### src/rtl/crypto1_pkg.sv
// Crypto1 LFSR helpers shared by the forward keystream generator and the rollback engine.
// Bit s[47-i] holds LFSR cell x_i; the forward step shifts left and feeds x48 into s[0].
package crypto1_pkg;

  typedef logic [47:0] crypto1_state_t;

  localparam crypto1_state_t CRYPTO1_TAPS = 48'h846B_50D4_1170;

  function automatic logic nlfa(input logic a, input logic b, input logic c, input logic d);
    return ((a | b) ^ (a & d)) ^ (c & ((a ^ b) | d));
  endfunction

  function automatic logic nlfb(input logic a, input logic b, input logic c, input logic d);
    return ((a & b) | c) ^ ((a ^ b) & (c | d));
  endfunction

  function automatic logic nlfc(input logic a, input logic b, input logic c,
                                input logic d, input logic e);
    return (a | ((b | e) & (d ^ e))) ^ ((a ^ (b & d)) & ((c ^ d) | (b & e)));
  endfunction

  // Filter reads the odd cells x9..x47, i.e. the even bits s[38]..s[0].
  function automatic logic crypto1_filter(input crypto1_state_t s);
    return nlfc(nlfa(s[38], s[36], s[34], s[32]),
                nlfb(s[30], s[28], s[26], s[24]),
                nlfb(s[22], s[20], s[18], s[16]),
                nlfa(s[14], s[12], s[10], s[8]),
                nlfb(s[6],  s[4],  s[2],  s[0]));
  endfunction

  // Dropped bit is the one that makes the forward feedback reproduce s[0].
  function automatic crypto1_state_t crypto1_back(input crypto1_state_t s, input logic in);
    crypto1_state_t back_taps;
    logic b;
    back_taps = {CRYPTO1_TAPS[46:0], 1'b0};
    b = s[0] ^ (^(s & back_taps)) ^ in;
    return {b, s[47:1]};
  endfunction

endpackage

### src/rtl/crypto1_rollback_if.sv
// Control/keystream bundle for crypto1_rollback; IN_BIT exists only with CRYPTO1_ROLLBACK_INPUT_EN.
interface crypto1_rollback_if #(parameter int MAX_STEPS = 64);
  import crypto1_pkg::*;

  localparam int SW = $clog2(MAX_STEPS + 1);

  logic           start;
  crypto1_state_t state_in;
  logic [SW-1:0]  steps;
  logic           busy;
  logic           done;
  crypto1_state_t state_out;
  logic           ks_valid;
  logic           ks_ready;
  logic           ks_bit;
`ifdef CRYPTO1_ROLLBACK_INPUT_EN
  logic           in_bit;

  modport master (output start, state_in, steps, ks_ready, in_bit,
                  input  busy, done, state_out, ks_valid, ks_bit);
  modport slave  (input  start, state_in, steps, ks_ready, in_bit,
                  output busy, done, state_out, ks_valid, ks_bit);
`else
  modport master (output start, state_in, steps, ks_ready,
                  input  busy, done, state_out, ks_valid, ks_bit);
  modport slave  (input  start, state_in, steps, ks_ready,
                  output busy, done, state_out, ks_valid, ks_bit);
`endif

endinterface

### src/rtl/crypto1_rollback.sv
// Steps the Crypto1 LFSR backwards one bit per cycle, emitting the filter bit of each recovered state.
// Optional CRYPTO1_ROLLBACK_INPUT_EN adds IN_BIT to undo input mixing of the init phase.
module crypto1_rollback
  import crypto1_pkg::*;
#(
  parameter int MAX_STEPS = 64
) (
  input logic              clk,
  input logic              rst,
  crypto1_rollback_if.slave bus
);

  localparam int SW = $clog2(MAX_STEPS + 1);

  typedef enum logic [1:0] {S_IDLE, S_RUN, S_DONE} fsm_t;

  fsm_t           fsm;
  crypto1_state_t state_q;
  crypto1_state_t prev_state;
  logic [SW-1:0]  cnt;
  logic           busy_q;
  logic           done_q;
  logic           ks_valid_q;
  logic           ks_bit_q;
  logic           in_b;

`ifdef CRYPTO1_ROLLBACK_INPUT_EN
  assign in_b = bus.in_bit;
`else
  assign in_b = 1'b0;
`endif

  assign prev_state = crypto1_back(state_q, in_b);

  always_ff @(posedge clk) begin
    if (rst) begin
      fsm        <= S_IDLE;
      state_q    <= '0;
      cnt        <= '0;
      busy_q     <= 1'b0;
      done_q     <= 1'b0;
      ks_valid_q <= 1'b0;
      ks_bit_q   <= 1'b0;
    end else begin
      done_q <= 1'b0;
      case (fsm)
        S_IDLE: begin
          if (bus.start) begin
            state_q <= bus.state_in;
            cnt     <= bus.steps;
            busy_q  <= 1'b1;
            if (bus.steps != '0) begin
              fsm <= S_RUN;
            end else begin
              fsm    <= S_DONE;
              done_q <= 1'b1;
            end
          end
        end
        S_RUN: begin
          // The output slot frees up on a handshake, so a new step lands in the same cycle.
          if (!ks_valid_q || bus.ks_ready) begin
            if (ks_valid_q && cnt == '0) begin
              ks_valid_q <= 1'b0;
              fsm        <= S_DONE;
              done_q     <= 1'b1;
            end else begin
              state_q    <= prev_state;
              ks_bit_q   <= crypto1_filter(prev_state);
              ks_valid_q <= 1'b1;
              cnt        <= cnt - 1'b1;
            end
          end
        end
        S_DONE: begin
          fsm    <= S_IDLE;
          busy_q <= 1'b0;
        end
        default: begin
          fsm    <= S_IDLE;
          busy_q <= 1'b0;
        end
      endcase
    end
  end

  assign bus.busy      = busy_q;
  assign bus.done      = done_q;
  assign bus.state_out = state_q;
  assign bus.ks_valid  = ks_valid_q;
  assign bus.ks_bit    = ks_bit_q;

endmodule
### src/flat_wrapper.sv
// flat-port wrapper written by rule: the top's interface ports become plain ports
module crypto1_rollback_flat import crypto1_pkg::*;
#(
  parameter int MAX_STEPS = 64
)
  (clk, rst, bus_start, bus_state_in, bus_steps, bus_ks_ready, bus_busy, bus_done, bus_state_out, bus_ks_valid, bus_ks_bit);
  crypto1_rollback_if #(.MAX_STEPS(MAX_STEPS)) bus_i ();
  input logic clk;
  input logic rst;
  input wire logic [$bits(bus_i.start)-1:0] bus_start;
  input wire logic [$bits(bus_i.state_in)-1:0] bus_state_in;
  input wire logic [$bits(bus_i.steps)-1:0] bus_steps;
  input wire logic [$bits(bus_i.ks_ready)-1:0] bus_ks_ready;
  output wire logic [$bits(bus_i.busy)-1:0] bus_busy;
  output wire logic [$bits(bus_i.done)-1:0] bus_done;
  output wire logic [$bits(bus_i.state_out)-1:0] bus_state_out;
  output wire logic [$bits(bus_i.ks_valid)-1:0] bus_ks_valid;
  output wire logic [$bits(bus_i.ks_bit)-1:0] bus_ks_bit;
  assign bus_i.start = bus_start;
  assign bus_i.state_in = bus_state_in;
  assign bus_i.steps = bus_steps;
  assign bus_i.ks_ready = bus_ks_ready;
  assign bus_busy = bus_i.busy;
  assign bus_done = bus_i.done;
  assign bus_state_out = bus_i.state_out;
  assign bus_ks_valid = bus_i.ks_valid;
  assign bus_ks_bit = bus_i.ks_bit;
  crypto1_rollback #(.MAX_STEPS(MAX_STEPS)) u_core (.clk(clk), .rst(rst), .bus(bus_i));
endmodule
### config.mk
export PLATFORM = sky130hd
export DESIGN_NAME = crypto1_rollback_flat
export DESIGN_NICKNAME = d
export VERILOG_FILES = /design/src/rtl/crypto1_pkg.sv /design/src/rtl/crypto1_rollback_if.sv /design/src/rtl/crypto1_rollback.sv /design/src/flat_wrapper.sv
export SDC_FILE = /design/constraint.sdc
export NUM_CORES = 1
export LEC_CHECK = 0
export ABC_AREA = 1
export BUFFER_PORTS_ARGS = -buffer_cell sky130_fd_sc_hd__buf_2
export CAP_MARGIN = 5
export CORE_UTILIZATION = 43
export DETAILED_ROUTE_END_ITERATION = 10
export GPL_ROUTABILITY_DRIVEN = 0
export MAX_ROUTING_LAYER = met4
export PLACE_DENSITY = 0.68
export SLEW_MARGIN = 20
export SYNTH_ARGS = -nofsm -noshare
export SYNTH_HDL_FRONTEND = slang
export SYNTH_SLANG_ARGS = --single-unit
### constraint.sdc
create_clock -name clk -period 2.3 [get_ports clk]
set_clock_uncertainty 0.05 [all_clocks]
set_input_delay 0.46 -clock clk [delete_from_list [all_inputs] [get_ports clk]]
set_output_delay 0.46 -clock clk [all_outputs]
set_load 0.02 [all_outputs]
[Word-level counts from Yosys, hierarchy flattened]
Index checks and enable logic that the tools add are counted.
Word-level totals
  bits in registers: 61
  bits of input ports: 59
  output and inout bits: 52
  word-level logic and storage cells: 93
Cells by class
  add/sub/neg operators: 1
  equal/unequal tests: 5
  muxes and demuxes: 21
  bitwise gates (word level): 46
  reduce and logical (&&, ||, !) cells: 13
Operators by type and width (count)
  48-bit two-way mux: 3
  48-bit one-hot mux with 2 select lines: 1
  48-bit parity: 1
  7-bit two-way mux: 3
  1-bit XOR: 17
  1-bit AND: 14
  7-bit one-hot mux with 2 select lines: 1
  1-bit bitwise OR: 13
  2-bit two-way mux: 4
  7-bit logical NOT: 1
  7-bit nonzero test: 1
  7-bit by 1-bit subtractor with 7-bit output, second input constant: 1
  1-bit two-way mux: 6
  3-bit AND reduction: 2
  2-bit by 1-bit != test with 1-bit output, second input constant: 2
  2-bit != test, second input constant: 2
  1-bit one-hot mux with 2 select lines: 2
  2-bit one-hot mux with 2 select lines: 1
  2-bit AND reduction: 2
  4-bit AND reduction: 1
  2-bit by 1-bit equality test with 1-bit output, second input constant: 1
  2-bit logical NOT: 1
  1-bit NOT: 2
  2-bit nonzero test: 1
  other kinds (3): 3

[Depth between registers and ports, before layout]
Gate-level depths: netlist of run 1.
  depth in word-level cells: 8
  mapped depth: 14
  depth with buffers taken out: 14

[Worst setup path before layout of run 1]
Ideal clock, no wire load.
  kind: flip-flop to flip-flop
  start: register u_core.cnt[0]
  end: register u_core.state_q[13], in the netlist u_core.bus.state_out[13]
  library setup time: 0.118 ns
  arrival time: 1.553 ns
  required time: 2.132 ns
  slack: 0.580 ns
  cell stages (with the launch flop): 12
  path buffers: 2
  clock period less this slack: 1.720 ns
  cells stage by stage: dfxtp_1 > inv_1 > ha_1 > nand3_2 > nor2_2 > nand2_2 > nor3_4 > nand2_2 > nand2_2 > buf_6 > buf_4 > a21oi_2
On the way
  longest elaborated chain between the ends: 4
RTL lines
  from (decl): line crypto1_rollback.sv:20  | logic [SW-1:0] cnt;
  from (signal assigned): line crypto1_rollback.sv:50  | cnt <= bus.steps;
  from (signal assigned): line crypto1_rollback.sv:71  | cnt <= cnt - 1'b1;
  7-bit logical NOT: line crypto1_rollback.sv:63  | if (ks_valid_q && cnt == '0) begin
  1-bit logical AND: line crypto1_rollback.sv:63
  2-bit != test (no source line)
  4-bit AND reduction (no source line)
  to (signal assigned): line crypto1_rollback.sv:49  | state_q <= bus.state_in;
  to (signal assigned): line crypto1_rollback.sv:68  | state_q <= prev_state;
  to (decl): line crypto1_rollback.sv:18  | crypto1_state_t state_q;
Every way passes these cells.
A chain may end at the register's enable or synchronous reset.

[Worst setup path in the final report of run 1]
  start: register u_core.cnt[1]
  end: register u_core.state_q[43], in the netlist u_core.bus.state_out[43]
Same word-level chain as after synthesis.

==> qor.yml, run 1 <==
cp_common_cell: "nand2_2"
grt_setup_unrepaired: "no"
min_from: "rst"
hold_buffers: 0
final_max_slew_viol_count: 0
slew_headroom_pct: 59.8
hp-class: "primary input to register"
dr.pass1.iters: 5
antenna_cells: 0
fp.dieW_um: 90.0
hold_viol: 0
antenna_found_initial: 0
critPathCaptureType: "register"
finalWorstSetupSlack_ns: 0.337
dr.first_iter.drc_count: 143
root_buffer: "clkbuf_8"
yosys_warnings: 0
placed_cells: 673
netSwitchingFraction_pct: 49.5
ys_ff_latch: 61
synth.distinct_cells: 32
numCtsBuffers: 9
die_area_um2: 8110
grt_max_degree: 49
fin_util_pct: 55.9
die_h_um: 90.0
syn_nets: 545
cp-startpoint: "u_core.cnt[1]"
status: "finished clean"
post_cts_resized: 0
htreeDepth: 3
dp_hpwl_um: 6090
power_frac_comb_pct: 56.8
cpMaxStageDelayCell: "dfxtp_1"
viasPerCell: 5.03
drc: 0
vdd_drop_max_mv: 0.718
max_freq_ghz: 0.509
clkSinkCount: 61
vias: 3454
syn_area_um2: 3330
post-route-period-util_pct: 85.4
startpoint_type: "register"
tightest_slew_ns: 0.598
cts_setup_buffers: 0
wire_per_inst_um: 12.1
p_int_w: 0.00329
multi_input_area_um2: 1730
seq_area_um2: 1220
clockBufferDepth: 2
p_leak_nw: 1.99
synthToLayoutAreaGrowth_pct: 23.6
cp.required_ns: 2.44
drive_above_1_share_pct: 29.3
cellPowerDensity_nw_per_um2: 1580
setup_violations: 0
worstPathMaxFanout: 36
ios: 111
total_power_w: 0.00651
totalWireLength_um: 8290
num-fill-cells: 724
grt_first_pass_wirelength_um: 13800
cpPeakStageDelay_ns: 0.30
cap_violations: 0
rows: 31
core_um2: 7370
seqPwrFrac_pct: 29.4
clkTransAtPathRegs_ns: 0.06
netlist_instances: 482
path_cells: "inv_1 > ha_1 > nand3_2 > nor2_2 > nand2_2 > nor3_4 > nand2_2 > nand2_4 > inv_2 > o21ai_0 > a31oi_1"
cts_tree: "done"
seq_area_frac_synth_pct: 36.6
drtAntennaViolNets: 0
start_util_pct: 45.2
synth.avg_cell_area_um2: 6.92
arrival_ns: 2.11
fin_crit_ns: 1.96
final_cell_mix: "nand2_1 (113), buf_2 (110), o21ai_0 (74)"
crit_type: "register to register"
grt_pass1_vias: 3127
setup-tns-final_ns: 0
power_switching_w: 0.00322
fin_nets: 648
reg2reg_from: "u_core.cnt[1]"
numPortBuffers: 110
stdcell_count: 687
clkLatencyLatePin_ns: 0.34
overflow: 0
place_worst_setup_slack_ns: 0.344
layout_commonest_cell: "nand2_1"
gr-usage-all-layers_pct: 21.3
clockPowerShare_pct: 13.8
-- registers in the layout (all words and copies together) (netlist names) --
name and flops:
u_core.bus.done 1, u_core.bus.busy 1, u_core.cnt 7, u_core.bus.ks_bit 1
u_core.fsm 2, u_core.bus.ks_valid 1, u_core.bus.state_out 48
-- cell families (layout without fill, tap and decap cells) --
kind of cell / count (synthesis) / in the layout / share of synthesized area (%)
AO/OA/AOI/OAI: 164 / 164 / 28.5
adder cells (fa/ha/maj): 4 / 4 / 1.50
buffers and inverters: 87 / 193 / 11.6
AND/OR/NAND/NOR: 161 / 161 / 20.4
flip-flops: 61 / 61 / 36.6
XOR/XNOR: 5 / 5 / 1.31
-- critical path: cells and delay by family (launching register included) --
family | cells | cell delay, ns
buffers and inverters | 2 | 0.31
AO/OA/AOI/OAI | 2 | 0.29
flip-flops | 1 | 0.30
AND/OR/NAND/NOR | 6 | 0.61
adder cells (fa/ha/maj) | 1 | 0.24
-- power by group through the flow --
stage | clock [W] | combinational, W | sequential, W
2_1_floorplan | 0 | 0.00235 | 0.00238
3_3_place_gp | 0 | 0.00362 | 0.00193
6_report | 0.000896 | 0.00370 | 0.00192
4_1_cts | 0.000912 | 0.00372 | 0.00192
5_1_grt | 0.000960 | 0.00416 | 0.00198
3_5_place_dp | 0 | 0.00370 | 0.00193
-- stage by stage --
step           hold WS, ns  cell area (um2)
4_1_cts              0.233             4120
3_5_place_dp         0.396             3940
3_3_place_gp         0.393             3940
5_1_grt              0.245             4120
2_1_floorplan        0.431             3330
6_report             0.242             4120
-- path summary, 6_finish.rpt --
path                                    to  slack, ns  cells after the start
setup / recovery  u_core.bus.state_out[43]       0.34                     11
hold / removal    u_core.bus.state_out[47]       0.24                      2
setup reg to reg  u_core.bus.state_out[43]       0.34                     11
hold reg to reg            u_core.bus.busy       0.40                      2
-- Yosys cell counts, drive strengths merged --
master	number	area, um2
a211oi	1	7.51
a21oi	41	295
a31oi	20	125
buf	11	101
clkbuf	17	63.8
dfxtp	61	1220
ha	4	50.1
inv	59	221
nand2	117	449
nand3	22	115
nand3b	1	7.51
nor2	14	57.6
nor3	4	31.3
nor3b	1	7.51
nor4	1	6.26
o211ai	2	15.0
o21ai	99	499
o221ai	1	8.76
or2	1	6.26
xnor2	4	35.0
xor2	1	8.76
-- layer usage --
layer / GRT usage, % / part of all wire, % / routed length, um
met1: 26.3 / 46 / 3820
met2: 34.1 / 46 / 3820
met3: 3.72 / 5.6 / 461
met4: 9.14 / 2.1 / 177
met5: - / 0 / 0
-- cell type report --
cell class	instances	area share (%)
multi-input cells	334	42.0
flip-flops and latches	61	29.6
clock buffers	13	4.34
inverters	59	5.38
well taps	99	3.01
clock inverters	1	0.122
repair buffers	120	15.5
(Power assumes the default switching activity.)
==> run 2: changes to the inputs <==
--- a/config.mk
+++ b/config.mk
@@ -8,11 +8,13 @@
 export ABC_AREA = 1
 export BUFFER_PORTS_ARGS = -buffer_cell sky130_fd_sc_hd__buf_2
 export CAP_MARGIN = 5
-export CORE_UTILIZATION = 43
+export CELL_PAD_IN_SITES_DETAIL_PLACEMENT = 1
+export CELL_PAD_IN_SITES_GLOBAL_PLACEMENT = 1
+export CORE_UTILIZATION = 35
 export DETAILED_ROUTE_END_ITERATION = 10
 export GPL_ROUTABILITY_DRIVEN = 0
 export MAX_ROUTING_LAYER = met4
-export PLACE_DENSITY = 0.68
+export PLACE_DENSITY = 0.78
 export SLEW_MARGIN = 20
 export SYNTH_ARGS = -nofsm -noshare
 export SYNTH_HDL_FRONTEND = slang
==> run 2 against run 1 <==
Effect of this change:
- sequential power about the same
- sequential cell count unchanged
- via count increased by 1.9%
- non-clock buffer count decreased by 3
- register-to-register slack got worse by 0.07 ns
- die area increased by 22%
- largest power group unchanged
==> qor.yml, run 2 (synthesized netlist as in run 1, its figures left out) <==
max_freq_ghz: 0.491  # -3.6%
status: "finished clean"
critPathCaptureType: "register"
dp_hpwl_um: 7250  # +19%
grt_pass1_vias: 3478  # +11%
clkSinkCount: 61  # unchanged
ios: 111  # unchanged
cpPeakStageDelay_ns: 0.31  # about the same
grt_max_degree: 49  # unchanged
post-route-period-util_pct: 88.5  # +3.2 points
cellPowerDensity_nw_per_um2: 1630  # +3.4%
final_max_slew_viol_count: 0  # unchanged
cpMaxStageDelayCell: "dfxtp_1"
fp.dieW_um: 99.6  # +11%
num-fill-cells: 1246  # +72%
dr.first_iter.drc_count: 101  # -29%
total_power_w: 0.00682  # +4.8%
cts_setup_buffers: 0  # unchanged
htreeDepth: 3  # unchanged
cp.required_ns: 2.45  # about the same
numCtsBuffers: 9  # unchanged
tightest_slew_ns: 0.630  # +0.0322 ns
totalWireLength_um: 9840  # +19%
wire_per_inst_um: 13.7  # +14%
fin_nets: 645  # -0.46%
critPathTopFamily: "simple AND/OR/NAND/NOR gates"
largest_reg_flops: 48  # unchanged
drive_above_1_share_pct: 29.1  # -0.12 points
clkTransAtPathRegs_ns: 0.07  # about the same
die_area_um2: 9920  # +22%
slew_headroom_pct: 57.6  # -2.2 points
setup-tns-final_ns: 0  # unchanged
cap_violations: 0  # unchanged
crit_type: "register to register"
rows: 35  # +13%
overflow: 0  # unchanged
cp_common_cell: "nand2_2"
worstPathMaxFanout: 36  # unchanged
root_buffer: "clkbuf_8"
clkLatencyLatePin_ns: 0.35  # about the same
seq_area_um2: 1220  # unchanged
grt_setup_unrepaired: "no"
path_cells: "inv_1 > ha_1 > nand3_2 > nor2_2 > nand2_2 > nor3_4 > nand2_2 > nand2_4 > inv_2 > o21ai_0 > a31oi_1"
numPortBuffers: 110  # unchanged
startpoint_type: "register"
crit_buf_inv: 2  # unchanged
grt_first_pass_wirelength_um: 16000  # +16%
p_leak_nw: 1.99  # about the same
multi_input_area_um2: 1730  # unchanged
hp-class: "primary input to register"
setup_violations: 0  # unchanged
hold_buffers: 0  # unchanged
gr-usage-all-layers_pct: 20.7  # -0.53 points
clockBufferDepth: 2  # unchanged
viasPerCell: 4.91  # -2.3%
start_util_pct: 36.1  # -9.2 points
core_um2: 9240  # +25%
drtAntennaViolNets: 0  # unchanged
cts_tree: "done"
synthToLayoutAreaGrowth_pct: 25.2
fin_crit_ns: 2.04  # +0.0725 ns
hold_viol: 0  # unchanged
die_h_um: 99.6  # +11%
antenna_found_initial: 0  # unchanged
antenna_cells: 0  # unchanged
drc: 0  # unchanged
vdd_drop_max_mv: 0.624  # -13%
layout_commonest_cell: "nand2_1"
dr.pass1.iters: 4  # -1
final_cell_mix: "nand2_1 (113), buf_2 (110), o21ai_0 (74)"
post_cts_resized: 0  # unchanged
arrival_ns: 2.18  # +0.07 ns
vias: 3518  # +1.9%
-- run 2: changes by cell type in the layout (fill, tap and decap cells not counted) --
cell / delta
clkinv_2: +1
clkbuf_8: -3
bufinv_16: +2
clkinvlp_4: +1
buf_4: -3
clkinv_4: +1
-- run 2: final timing paths --
path / cells past startpoint / slack (ns) / end / startpoint
min reg2reg: 2 / 0.41 / u_core.bus.busy / u_core.bus.busy
min: 2 / 0.26 / u_core.bus.state_out[47] / rst
max: 11 / 0.26 / u_core.bus.state_out[24] / u_core.cnt[0]
max reg2reg: 11 / 0.26 / u_core.bus.state_out[24] / u_core.cnt[0]
-- run 2: layer usage --
layer  part of all wire (%)  GRT usage (%)  vias to the layer above
li1                       -              -                     1798
met1                     47           25.0                     1645
met2                     48           35.0                       65
met3                    3.4           3.37                       10
met4                    1.5           7.35                        0
met5                      0              -                        -
-- run 2: power breakdown --
group          internal [W]  switching [W]
registers           0.00154       0.000393
logic               0.00124        0.00255
clock network      0.000638       0.000467
-- run 2: layout make-up --
class,instances,share of cell area (%)
multi-input cells,334,41.5
inverters,59,5.31
clock inverters,6,2.07
repair buffers,117,14.7
well taps,129,3.87
clock buffers,10,3.30
flip-flops and latches,61,29.3
-- run 2: per-stage QoR --
step	hold WS (ns)	util, %	area [um2]	instances	setup WS (ns)
detailed placement	0.402	42.7	3950	700	0.283
global route	0.247	45.2	4170	716	0.0269
floorplan	0.431	-	3330	482	0.580
global placement	0.392	42.7	3950	700	0.407
finish	0.259	45.2	4170	716	0.264
CTS	0.245	45.2	4170	716	0.262
